### src/rtl/osu_target_manager_pkg.sv
// Shared constants for the rhythm-click target manager: event kinds,
// PS/2 prefix bytes, the per-slot key table and the game FSM encoding.
package osu_pkg;

  localparam logic [1:0] EV_SPAWN  = 2'd0;
  localparam logic [1:0] EV_HIT    = 2'd1;
  localparam logic [1:0] EV_EXPIRE = 2'd2;

  localparam logic [7:0] BREAK_CODE = 8'hF0;
  localparam logic [7:0] EXT_CODE   = 8'hE0;

  // Slot i answers to SLOT_KEYS[i]: A S D F G H J K
  localparam logic [7:0][7:0] SLOT_KEYS = {8'h42, 8'h3B, 8'h33, 8'h34,
                                           8'h2B, 8'h23, 8'h1B, 8'h1C};

  typedef enum logic [1:0] {
    ST_IDLE = 2'd0,
    ST_RUN  = 2'd1,
    ST_OVER = 2'd2
  } state_t;

endpackage

### src/rtl/osu_target_manager_lfsr_coord.sv
// Free-running 16-bit Galois LFSR producing folded on-screen coordinates.
module osu_lfsr_coord #(
  parameter int          X_MAX     = 304,
  parameter int          Y_MAX     = 214,
  parameter int          X_W       = 9,
  parameter int          Y_W       = 8,
  parameter logic [15:0] LFSR_SEED = 16'hACE1
) (
  input  logic           clk,
  input  logic           reset,
  output logic [X_W-1:0] x,
  output logic [Y_W-1:0] y
);

  localparam logic [X_W-1:0] X_LIM = X_W'(X_MAX);
  localparam logic [X_W-1:0] X_SUB = X_W'(X_MAX + 1);
  localparam logic [Y_W-1:0] Y_LIM = Y_W'(Y_MAX);
  localparam logic [Y_W-1:0] Y_SUB = Y_W'(Y_MAX + 1);

  logic [15:0]    lfsr_q;
  logic [X_W-1:0] x_raw;
  logic [Y_W-1:0] y_raw;

  // Advance the LFSR every cycle (taps 16,14,13,11, right-shifting form)
  always_ff @(posedge clk or negedge reset) begin
    if (!reset) lfsr_q <= LFSR_SEED;
    else        lfsr_q <= {1'b0, lfsr_q[15:1]} ^ (lfsr_q[0] ? 16'hB400 : 16'h0000);
  end

  // Fold raw values above the legal maximum back into range with one subtract
  always_comb begin
    x_raw = lfsr_q[X_W-1:0];
    y_raw = lfsr_q[15:16-Y_W];
    x = (x_raw > X_LIM) ? x_raw - X_SUB : x_raw;
    y = (y_raw > Y_LIM) ? y_raw - Y_SUB : y_raw;
  end

endmodule

### src/rtl/osu_target_manager.sv
// Multi-target game engine: slot lifetimes, spawning, PS/2 key matching,
// score/miss keeping and a valid/ready event stream to the VGA draw FSM.
module osu_target_manager
  import osu_pkg::*;
#(
  parameter int          NUM_TARGETS = 4,
  parameter int          X_MAX       = 304,
  parameter int          Y_MAX       = 214,
  parameter int          X_W         = 9,
  parameter int          Y_W         = 8,
  parameter int          TICK_DIV    = 833333,
  parameter int          LIFE_TICKS  = 180,
  parameter int          SPAWN_TICKS = 45,
  parameter int          MAX_MISS    = 5,
  parameter int          SCORE_W     = 10,
  parameter logic [15:0] LFSR_SEED   = 16'hACE1
) (
  input  logic                   clk,
  input  logic                   reset,
  input  logic                   start,
  input  logic [7:0]             key_code,
  input  logic                   key_valid,
  output logic                   ev_valid,
  input  logic                   ev_ready,
  output logic [1:0]             ev_kind,
  output logic [2:0]             ev_slot,
  output logic [X_W-1:0]         ev_x,
  output logic [Y_W-1:0]         ev_y,
  output logic [NUM_TARGETS-1:0] active,
  output logic [SCORE_W-1:0]     score,
  output logic [SCORE_W-1:0]     misses,
  output logic                   gameover
);

  localparam int LIFE_W = $clog2(LIFE_TICKS + 1);
  localparam int TICK_W = $clog2(TICK_DIV + 1);
  localparam int SPN_W  = $clog2(SPAWN_TICKS + 1);

  function automatic logic [SCORE_W-1:0] sat_add(input logic [SCORE_W-1:0] a,
                                                 input logic [3:0]         b);
    logic [SCORE_W:0] s;
    s = {1'b0, a} + (SCORE_W+1)'(b);
    sat_add = s[SCORE_W] ? '1 : s[SCORE_W-1:0];
  endfunction

  state_t                 state_q, state_d;
  logic [TICK_W-1:0]      tick_q, tick_d;
  logic [SPN_W-1:0]       spawn_q, spawn_d;
  logic                   brk_q, brk_d;
  logic [SCORE_W-1:0]     score_q, score_d, misses_q, misses_d;
  logic [NUM_TARGETS-1:0] active_q, active_d, pend_q, pend_d;
  logic                   lock_q, lock_d;
  logic [2:0]             sel_q, sel;
  logic [LIFE_W-1:0]      life_q [NUM_TARGETS];
  logic [LIFE_W-1:0]      life_d [NUM_TARGETS];
  logic [1:0]             kind_q [NUM_TARGETS];
  logic [1:0]             kind_d [NUM_TARGETS];
  logic [X_W-1:0]         x_q    [NUM_TARGETS];
  logic [X_W-1:0]         x_d    [NUM_TARGETS];
  logic [Y_W-1:0]         y_q    [NUM_TARGETS];
  logic [Y_W-1:0]         y_d    [NUM_TARGETS];

  logic [X_W-1:0] coord_x;
  logic [Y_W-1:0] coord_y;
  logic           run, tick, make, spawn_fire, spawn_ok, hit_any, key_match;
  logic [2:0]     spawn_slot;
  logic [3:0]     miss_cnt;

  osu_lfsr_coord #(
    .X_MAX(X_MAX), .Y_MAX(Y_MAX), .X_W(X_W), .Y_W(Y_W), .LFSR_SEED(LFSR_SEED)
  ) u_coord (
    .clk  (clk),
    .reset(reset),
    .x    (coord_x),
    .y    (coord_y)
  );

  // Present the lowest pending slot, frozen while the draw FSM stalls
  always_comb begin
    sel = sel_q;
    if (!lock_q) begin
      sel = 3'd0;
      for (int i = NUM_TARGETS - 1; i >= 0; i--)
        if (pend_q[i]) sel = 3'(i);
    end
    ev_valid = 1'b0;
    ev_kind  = 2'd0;
    ev_x     = '0;
    ev_y     = '0;
    for (int i = 0; i < NUM_TARGETS; i++) begin
      if (pend_q[i] && sel == 3'(i)) begin
        ev_valid = 1'b1;
        ev_kind  = kind_q[i];
        ev_x     = x_q[i];
        ev_y     = y_q[i];
      end
    end
    ev_slot  = ev_valid ? sel : 3'd0;
    active   = active_q;
    score    = score_q;
    misses   = misses_q;
    gameover = (state_q == ST_OVER);
  end

  // Game rules: tick/spawn timing, key decode, per-slot updates, FSM next state
  always_comb begin
    state_d  = state_q;
    tick_d   = tick_q;
    spawn_d  = spawn_q;
    brk_d    = brk_q;
    active_d = active_q;
    pend_d   = pend_q;
    life_d   = life_q;
    kind_d   = kind_q;
    x_d      = x_q;
    y_d      = y_q;
    lock_d   = ev_valid && !ev_ready;
    hit_any  = 1'b0;
    miss_cnt = 4'd0;
    key_match = 1'b0;

    run  = (state_q == ST_RUN);
    tick = run && (tick_q == TICK_W'(TICK_DIV - 1));
    if (run) tick_d = tick ? '0 : tick_q + TICK_W'(1);
    spawn_fire = tick && (spawn_q == SPN_W'(SPAWN_TICKS - 1));
    if (tick) spawn_d = spawn_fire ? '0 : spawn_q + SPN_W'(1);

    // The byte after a break prefix is a release code and is dropped
    make = 1'b0;
    if (key_valid) begin
      if (brk_q)                       brk_d = 1'b0;
      else if (key_code == BREAK_CODE) brk_d = 1'b1;
      else if (key_code != EXT_CODE)   make  = run;
    end

    // Judge freeness on registered state so a slot hit this cycle cannot respawn
    spawn_ok   = 1'b0;
    spawn_slot = 3'd0;
    for (int i = NUM_TARGETS - 1; i >= 0; i--) begin
      if (!active_q[i] && !pend_q[i]) begin
        spawn_ok   = 1'b1;
        spawn_slot = 3'(i);
      end
    end

    for (int i = 0; i < NUM_TARGETS; i++) begin
      if (ev_valid && ev_ready && sel == 3'(i)) pend_d[i] = 1'b0;
      key_match = make && (key_code == SLOT_KEYS[i]);
      if (key_match && active_q[i] && !pend_q[i]) begin
        active_d[i] = 1'b0;
        pend_d[i]   = 1'b1;
        kind_d[i]   = EV_HIT;
        hit_any     = 1'b1;
      end else if (key_match) begin
        miss_cnt = miss_cnt + 4'd1;
      end else if (tick && active_q[i] && !pend_q[i]) begin
        if (life_q[i] == LIFE_W'(1)) begin
          active_d[i] = 1'b0;
          pend_d[i]   = 1'b1;
          kind_d[i]   = EV_EXPIRE;
          miss_cnt    = miss_cnt + 4'd1;
        end else begin
          life_d[i] = life_q[i] - LIFE_W'(1);
        end
      end
      if (spawn_fire && spawn_ok && spawn_slot == 3'(i)) begin
        active_d[i] = 1'b1;
        pend_d[i]   = 1'b1;
        kind_d[i]   = EV_SPAWN;
        life_d[i]   = LIFE_W'(LIFE_TICKS);
        x_d[i]      = coord_x;
        y_d[i]      = coord_y;
      end
    end

    score_d  = sat_add(score_q, {3'd0, hit_any});
    misses_d = sat_add(misses_q, miss_cnt);

    case (state_q)
      ST_RUN:  if (misses_d >= SCORE_W'(MAX_MISS)) state_d = ST_OVER;
      default: state_d = state_q;
    endcase

    if (start) begin
      state_d  = ST_RUN;
      tick_d   = '0;
      spawn_d  = '0;
      score_d  = '0;
      misses_d = '0;
      active_d = '0;
      pend_d   = '0;
      lock_d   = 1'b0;
    end
  end

  // Game FSM state register
  always_ff @(posedge clk or negedge reset) begin
    if (!reset) state_q <= ST_IDLE;
    else        state_q <= state_d;
  end

  // Control state: counters, flags, pending events, output lock
  always_ff @(posedge clk or negedge reset) begin
    if (!reset) begin
      tick_q   <= '0;
      spawn_q  <= '0;
      brk_q    <= 1'b0;
      score_q  <= '0;
      misses_q <= '0;
      active_q <= '0;
      pend_q   <= '0;
      lock_q   <= 1'b0;
      sel_q    <= 3'd0;
    end else begin
      tick_q   <= tick_d;
      spawn_q  <= spawn_d;
      brk_q    <= brk_d;
      score_q  <= score_d;
      misses_q <= misses_d;
      active_q <= active_d;
      pend_q   <= pend_d;
      lock_q   <= lock_d;
      sel_q    <= sel;
    end
  end

  // Slot payload: only observed through active/pending flags, so not reset
  always_ff @(posedge clk) begin
    for (int i = 0; i < NUM_TARGETS; i++) begin
      life_q[i] <= life_d[i];
      kind_q[i] <= kind_d[i];
      x_q[i]    <= x_d[i];
      y_q[i]    <= y_d[i];
    end
  end

endmodule
### config.mk
export PLATFORM = sky130hd
export DESIGN_NAME = osu_target_manager
export DESIGN_NICKNAME = d
export VERILOG_FILES = /design/src/rtl/osu_target_manager_pkg.sv /design/src/rtl/osu_target_manager_lfsr_coord.sv /design/src/rtl/osu_target_manager.sv
export SDC_FILE = /design/constraint.sdc
export NUM_CORES = 1
export LEC_CHECK = 0
export CAP_MARGIN = 20
export CORE_ASPECT_RATIO = 0.7
export CORE_MARGIN = 2
export CORE_UTILIZATION = 35
export DETAILED_ROUTE_END_ITERATION = 10
export GPL_TIMING_DRIVEN = 0
export PLACE_DENSITY_LB_ADDON = 0.1
export SLEW_MARGIN = 20
export SYNTH_ARGS = -nofsm -noshare
export SYNTH_HDL_FRONTEND = slang
export SYNTH_SLANG_ARGS = --single-unit
### constraint.sdc
create_clock -name clk -period 5.9 [get_ports clk]
set_input_delay 1.18 -clock clk [delete_from_list [all_inputs] [get_ports clk]]
set_output_delay 1.18 -clock clk [all_outputs]
set_load 0.05 [all_outputs]
==> results.yml, run 1 <==
synth:
  ys.flop_type: "dfrtp_1"
  yosysWarnings: 0
  synthArstFlopShare: 0.416
  yosysTopAreaCell: "edfxtp_1"
  ys_seq_area_frac: 0.533
  synth_cell_types: 78
  synth_nets: 894
  synth_area_leaders: "edfxtp_1 (23%), dfrtp_1 (19%), dfxtp_1 (8.9%)"
  syn_area_um2: 8970
  avgSynthCellArea_um2: 10.5
  ys_ff_latch: 185
  synth_edf_count: 68
  synth_top_area_share: 0.228
  netlist_instances: 856
global_routing:
  grt_pass1_wl_um: 35300
  grt_util_all_layers: 0.171
  top_usage_layer: "met1"
  grt_overflow: 0
  met3_usage: 0.0343
  grt_max_degree: 51
  first_global_vias: 6186
  antenna_found_initial: 0
  use_met2: 0.230
  globalRouteMet1Util: 0.273
timing:
  finalWorstSetupSlack_ns: 0.191
  clock.fmax_mhz: 175
  timing.hold.ws_ns: 0.379
  hold_viol: 0
  max_slew_margin: 0.294
  max_slew.worst_pin.slew_ns: 1.04
  period_share: 0.968
  finalSetupViolCount: 0
  slew_viol_final: 0
  final.min_clock_period_ns: 5.71
  fin_skew_ns: 0.0119
routing:
  num_vias: 6646
  wl_per_cell_um: 17.2
  remaining_drc_errors: 0
  drtIter0Drc: 444
  drtAntennaViolNets: 0
  routed_via_density: 5.17
  drt_wl_total_um: 22100
  first_pass_iters: 5
setup_path:
  crit_chain: "dlygate4sd2_1 -> nor4b_4 -> or4bb_4 -> nand3_4 -> or2_4 -> o21ai_0 -> ha_1 -> o21ai_2 -> a2bb2oi_2 -> ha_1 -> mux2_2 -> ha_1 -> mux2_2 -> fa_2 -> a21o_1 -> a21o_4 -> o41ai_2 -> o31a_1 -> nand2_2 -> o311a_1"
  crit_family: "compound AO/OA/AOI/OAI gates"
  r2r_end: "state_q[1]"
  cp_slowest_cell: "or4bb_4"
  rrSetupSlack_ns: 0.41
  cpMostUsedCell: "ha_1"
  path_buf_inv: 1
  worstPathMaxFanout: 6
  critPathLaunchType: "input pin"
  critPathMaxStageDelay_ns: 0.62
  required_ns: 6.23
  r2r-start: "tick_q[0]"
  r2r_cells: 22
  endpoint_kind: "flip-flop"
  arrival_ns: 6.04
  path_class: "input pin to flip-flop"
floorplan:
  rows: 48
  pin_count: 61
  die_w_um: 195
  fp.dieH_um: 138
  core_um2: 24900
  start_util: 0.360
  die-area_um2: 27000
power:
  p_int_mw: 2.08
  pwr_density_cell_nw_per_um2: 248
  clkPwrFrac: 0.476
  power_frac_comb: 0.027
  p_leak_nw: 4.13
  p_seq_frac: 0.497
  swShare: 0.225
  p_switching_uw: 601
  ir_drop_mv: 0.206
clocking:
  clkSlewWorstSetupHoldPaths_ns: 0.08
  numCtsBuffers: 17
  clock_latency_ns: 0.44
  cts_tree: "yes"
  clock_sinks: 185
  htreeDepth: 4
  cts_max_path_buffers: 2
  hold_buffers: 0
  root_buffer: "clkbuf_16"
min_path:
  min_to: "u_coord.lfsr_q[15]"
  holdPathStages: 0
  hold_start: "u_coord.lfsr_q[0]"
  worstHoldPathType: "flip-flop to flip-flop"
run_status:
  status: "finished, final reports clean"
finish:
  layout_commonest_cell: "nand2_1"
  area_growth_pct: 20.5
  layout_common_cells: "nand2_1 (78), nor2_1 (74), dfrtp_1 (69), edfxtp_1 (68), clkdlybuf4s50_1 (48)"
  diodes: 0
  final_nets: 985
  drive_gt1_frac: 0.105
place:
  dpl.hpwl_um: 15500
  gp_congestion: 0.769
  pre_cts_ws_ns: -1.02
  numPortBuffers: 58
run:
  max-cap-violations: 0
-- state kept, by name (all words and copies together), names as in the netlist --
name,count
x_q,36
u_coord.lfsr_q,16
kind_q,8
life_q,32
active,4
misses,10
pend_q,4
sel_q,3
brk_q,1
score,10
lock_q,1
state_q,2
y_q,32
tick_q,20
spawn_q,6
-- through the flow --
stage / TNS, ns / area, um2 / cells / util / total power [mW]
floorplan: 0 / 8990 / 856 / - / 1.39
global placement: -15.61 / 9980 / 1239 / 0.400 / 1.43
detailed placement: -6.90 / 10000 / 1244 / 0.402 / 1.43
CTS: 0 / 10800 / 1281 / 0.432 / 2.71
global route: -0.00360 / 10800 / 1285 / 0.434 / 2.77
finish: 0 / 10800 / 1285 / 0.434 / 2.68
-- power groups by stage --
stage	logic, mW	registers (mW)	clock network, mW
global route	0.0792	1.33	1.36
finish	0.0711	1.33	1.28
detailed placement	0.0713	1.36	0
global placement	0.0698	1.36	0
CTS	0.0722	1.33	1.31
floorplan	0.0340	1.36	0
-- worst max path at each step --
stage	startpoint	end	slack [ns]	cells past startpoint
after floorplan	key_code[5]	state_q[1]	0.03	19
after global placement	key_code[4]	state_q[1]	-1.05	20
after detailed placement	key_code[4]	state_q[1]	-1.02	20
after CTS	key_code[2]	state_q[1]	0.03	20
after global routing	key_code[0]	state_q[1]	-0.004	20
final	key_code[0]	state_q[1]	0.19	20
-- Yosys cell counts, types with 4 or more instances --
library cell	instances
nand2_1	79
nor2_1	74
dfrtp_1	69
edfxtp_1	68
nand3_1	43
xor2_1	41
dfxtp_1	40
a21oi_1	39
a22oi_1	37
inv_1	35
o21ai_0	33
nor3_1	31
ha_1	24
nand4_1	24
clkbuf_1	19
xnor2_1	18
and3_1	14
and2_1	11
nor4_1	11
nand2b_1	10
a21o_1	8
dfstp_2	8
nor2b_1	7
o31ai_1	7
or4_1	7
or2_2	6
or3_1	5
and4_1	4
buf_2	4
mux2_2	4
-- layer usage --
layer	vias to the layer above	wire length, um	share of wire
li1	3309	-	-
met1	3211	12500	0.57
met2	114	8670	0.39
met3	12	768	0.035
met4	0	153	0.0069
met5	-	0	0
-- layout make-up --
cell class	instances	area, um2
repair buffers	72	687
multi-input cells	611	4050
flip-flops and latches	185	4780
clock buffers	17	425
well taps	325	407
plain buffers	24	98.8
fillers	2366	14100
clock inverters	15	230
inverters	36	135
-- repair_timing --
action                     in CTS  in global routing
pin swaps                       5                 10
hold endpoints to repair        0                  0
resized for setup              15                  7
setup buffers                   5                  4
gates cloned                    0                  0
setup endpoints to repair       5                  4
-- cell families after synthesis --
group	synth area share
flops	0.533
compound gates	0.116
fa+ha+maj	0.0357
mux	0.00837
xor+xnor	0.0602
buf+inv	0.0261
simple gates	0.220
other cells	0.000418
Note: power is estimated with default switching activity, not from simulation.
==> run 2, diff against run 1 <==
CTS_CLUSTER_SIZE = 12   (was not set)
GPL_TIMING_DRIVEN = 1   (was 0)
==> run 2 against run 1 <==
Net effect:
- worst setup slack improved by 0.0017 ns
- core utilization rose by 0.24 points
- via count rose by 0.63%
- sequential power barely moved
- fmax barely moved
- routed wire length fell by 0.31%
- critical path type unchanged
==> results.yml, run 2 (synthesis gave the netlist of run 1 again) <==
setup_path:
  cp_slowest_cell: "or4bb_4"
  rrSetupSlack_ns: 0.54
  r2r_end: "state_q[1]"
  r2r_cells: 21
  arrival_ns: 6.02
  required_ns: 6.21
  cpMostUsedCell: "ha_1"
  critPathLaunchType: "input pin"
  path_class: "input pin to flip-flop"
  r2r-start: "tick_q[0]"
  worstPathMaxFanout: 3
  critPathMaxStageDelay_ns: 0.58
  crit_chain: "clkdlybuf4s50_1 -> nor4b_4 -> or4bb_4 -> nand3_2 -> or2_2 -> o21ai_1 -> ha_1 -> o21ai_2 -> a2bb2oi_2 -> ha_1 -> mux2_2 -> ha_1 -> mux2_2 -> ha_1 -> a21o_1 -> a21oi_2 -> o21ba_2 -> nor3b_1 -> mux2_4 -> o311a_1"
  endpoint_kind: "flip-flop"
  crit_family: "simple AND/OR/NAND/NOR gates"
  path_buf_inv: 1
floorplan:
  pin_count: 61
  fp.dieH_um: 138
  start_util: 0.360
  die_w_um: 195
  die-area_um2: 27000
  core_um2: 24900
  rows: 48
place:
  gp_congestion: 0.784
  placed_cells: 1260
  placedInstanceArea_um2: 10200
  dpl.hpwl_um: 15500
  numPortBuffers: 59
timing:
  final.min_clock_period_ns: 5.71
  finalSetupViolCount: 0
  hold_viol: 0
  timing.hold.ws_ns: 0.413
  period_share: 0.967
  max_slew_margin: 0.275
  fin_skew_ns: 0.0101
  slew_viol_final: 0
  clock.fmax_mhz: 175
  rsz0062_at_grt: "no"
  max_slew.worst_pin.slew_ns: 1.09
routing:
  remaining_drc_errors: 0
  first_pass_iters: 5
  drt_wl_total_um: 22100
  wl_per_cell_um: 17.0
  drtIter0Drc: 370
  num_vias: 6688
  drtAntennaViolNets: 0
  routed_via_density: 5.17
power:
  pwr_density_cell_nw_per_um2: 235
  p_leak_nw: 4.20
  ir_drop_mv: 0.171
  total_power_mw: 2.56
clocking:
  numCtsBuffers: 17
  clock_latency_ns: 0.43
  clkSlewWorstSetupHoldPaths_ns: 0.07
  cts_max_path_buffers: 2
  cts_tree: "yes"
  htreeDepth: 4
  root_buffer: "clkbuf_16"
  clock_sinks: 185
finish:
  post-route-util: 0.436
  area_growth_pct: 21.2
  final_nets: 994
  final_cell_area_um2: 10900
  largest_reg_flops: 36
  layout_commonest_cell: "nand2_1"
  diodes: 0
  n_fill_cell: 2372
  largest-register: "x_q"
  drive_gt1_frac: 0.128
  instances_no_fill: 1294
  reg.largest.list: "x_q x36, life_q x32, y_q x32"
  layout_common_cells: "nand2_1 (78), nor2_1 (74), dfrtp_1 (69), edfxtp_1 (68), clkdlybuf4s50_1 (54)"
global_routing:
  grt_max_degree: 66
  grt_pass1_wl_um: 36200
  first_global_vias: 6541
  grt_util_all_layers: 0.173
  grt_overflow: 0
  antenna_found_initial: 0
run:
  max-cap-violations: 0
min_path:
  min_to: "u_coord.lfsr_q[6]"
  worstHoldPathType: "flip-flop to flip-flop"
  hold_start: "u_coord.lfsr_q[7]"
  holdPathStages: 0
run_status:
  status: "finished, final reports clean"
==> run 2: changes by cell type in the layout (fill, tap and decap cells not counted), sizes merged <==
cell           previous run  this run
dlygate4sd2               7         2
buf                      20        47
bufinv                    4         2
clkinv                    3         6
clkdlybuf4s50            48        54
inv                      43        42
clkbuf                   36        17
==> run 2: worst max-delay path by stage <==
stage / startpoint / to / slack (ns) / depth (start not counted)
after global routing: key_code[4] / state_q[1] / 0.003 / 20
final: key_code[6] / state_q[1] / 0.19 / 20
after CTS: key_valid / state_q[1] / 0.006 / 21
after global placement: key_code[5] / state_q[1] / -0.46 / 20
after detailed placement: key_code[5] / state_q[1] / -0.51 / 20
after floorplan: key_code[5] / state_q[1] / 0.03 / 19
==> run 2: layer usage <==
layer	global-route usage	vias up	wire length, um
li1	-	3344	-
met1	0.274	3230	12300
met2	0.236	101	8860
met3	0.0343	13	712
met4	0.0437	0	143
met5	0	-	0
==> run 2: area by class of cell <==
cell class / instances / area (um2) / share of cell area
sequential: 185 / 4780 / 0.440
multi-input combinational: 611 / 4030 / 0.371
timing repair buffer: 105 / 936 / 0.0861
clock buffer: 17 / 425 / 0.0391
tap: 325 / 407 / 0.0374
clock inverter: 15 / 161 / 0.0148
inverter: 36 / 135 / 0.0124
==> run 2: stage by stage <==
stage | TNS (ns) | setup slack (ns)
after floorplan | 0 | 0.0289
after global placement | -1.57 | -0.458
after detailed placement | -2.06 | -0.509
after CTS | 0 | 0.00630
after global routing | 0 | 0.00297
final | 0 | 0.193
==> run 2: power by group <==
group | internal, mW | total (mW) | leakage (nW) | switching [mW]
registers | 1.32 | 1.33 | 1.83 | 0.00737
clock network | 0.633 | 1.15 | 0.286 | 0.522
logic | 0.0272 | 0.0736 | 2.09 | 0.0464
==> run 2: timing repair <==
action,in CTS,in global routing
pin swaps,3,7
endpoints found under the setup margin,2,5
buffers inserted,1,1
gates resized for setup,5,9
hold buffers,0,0
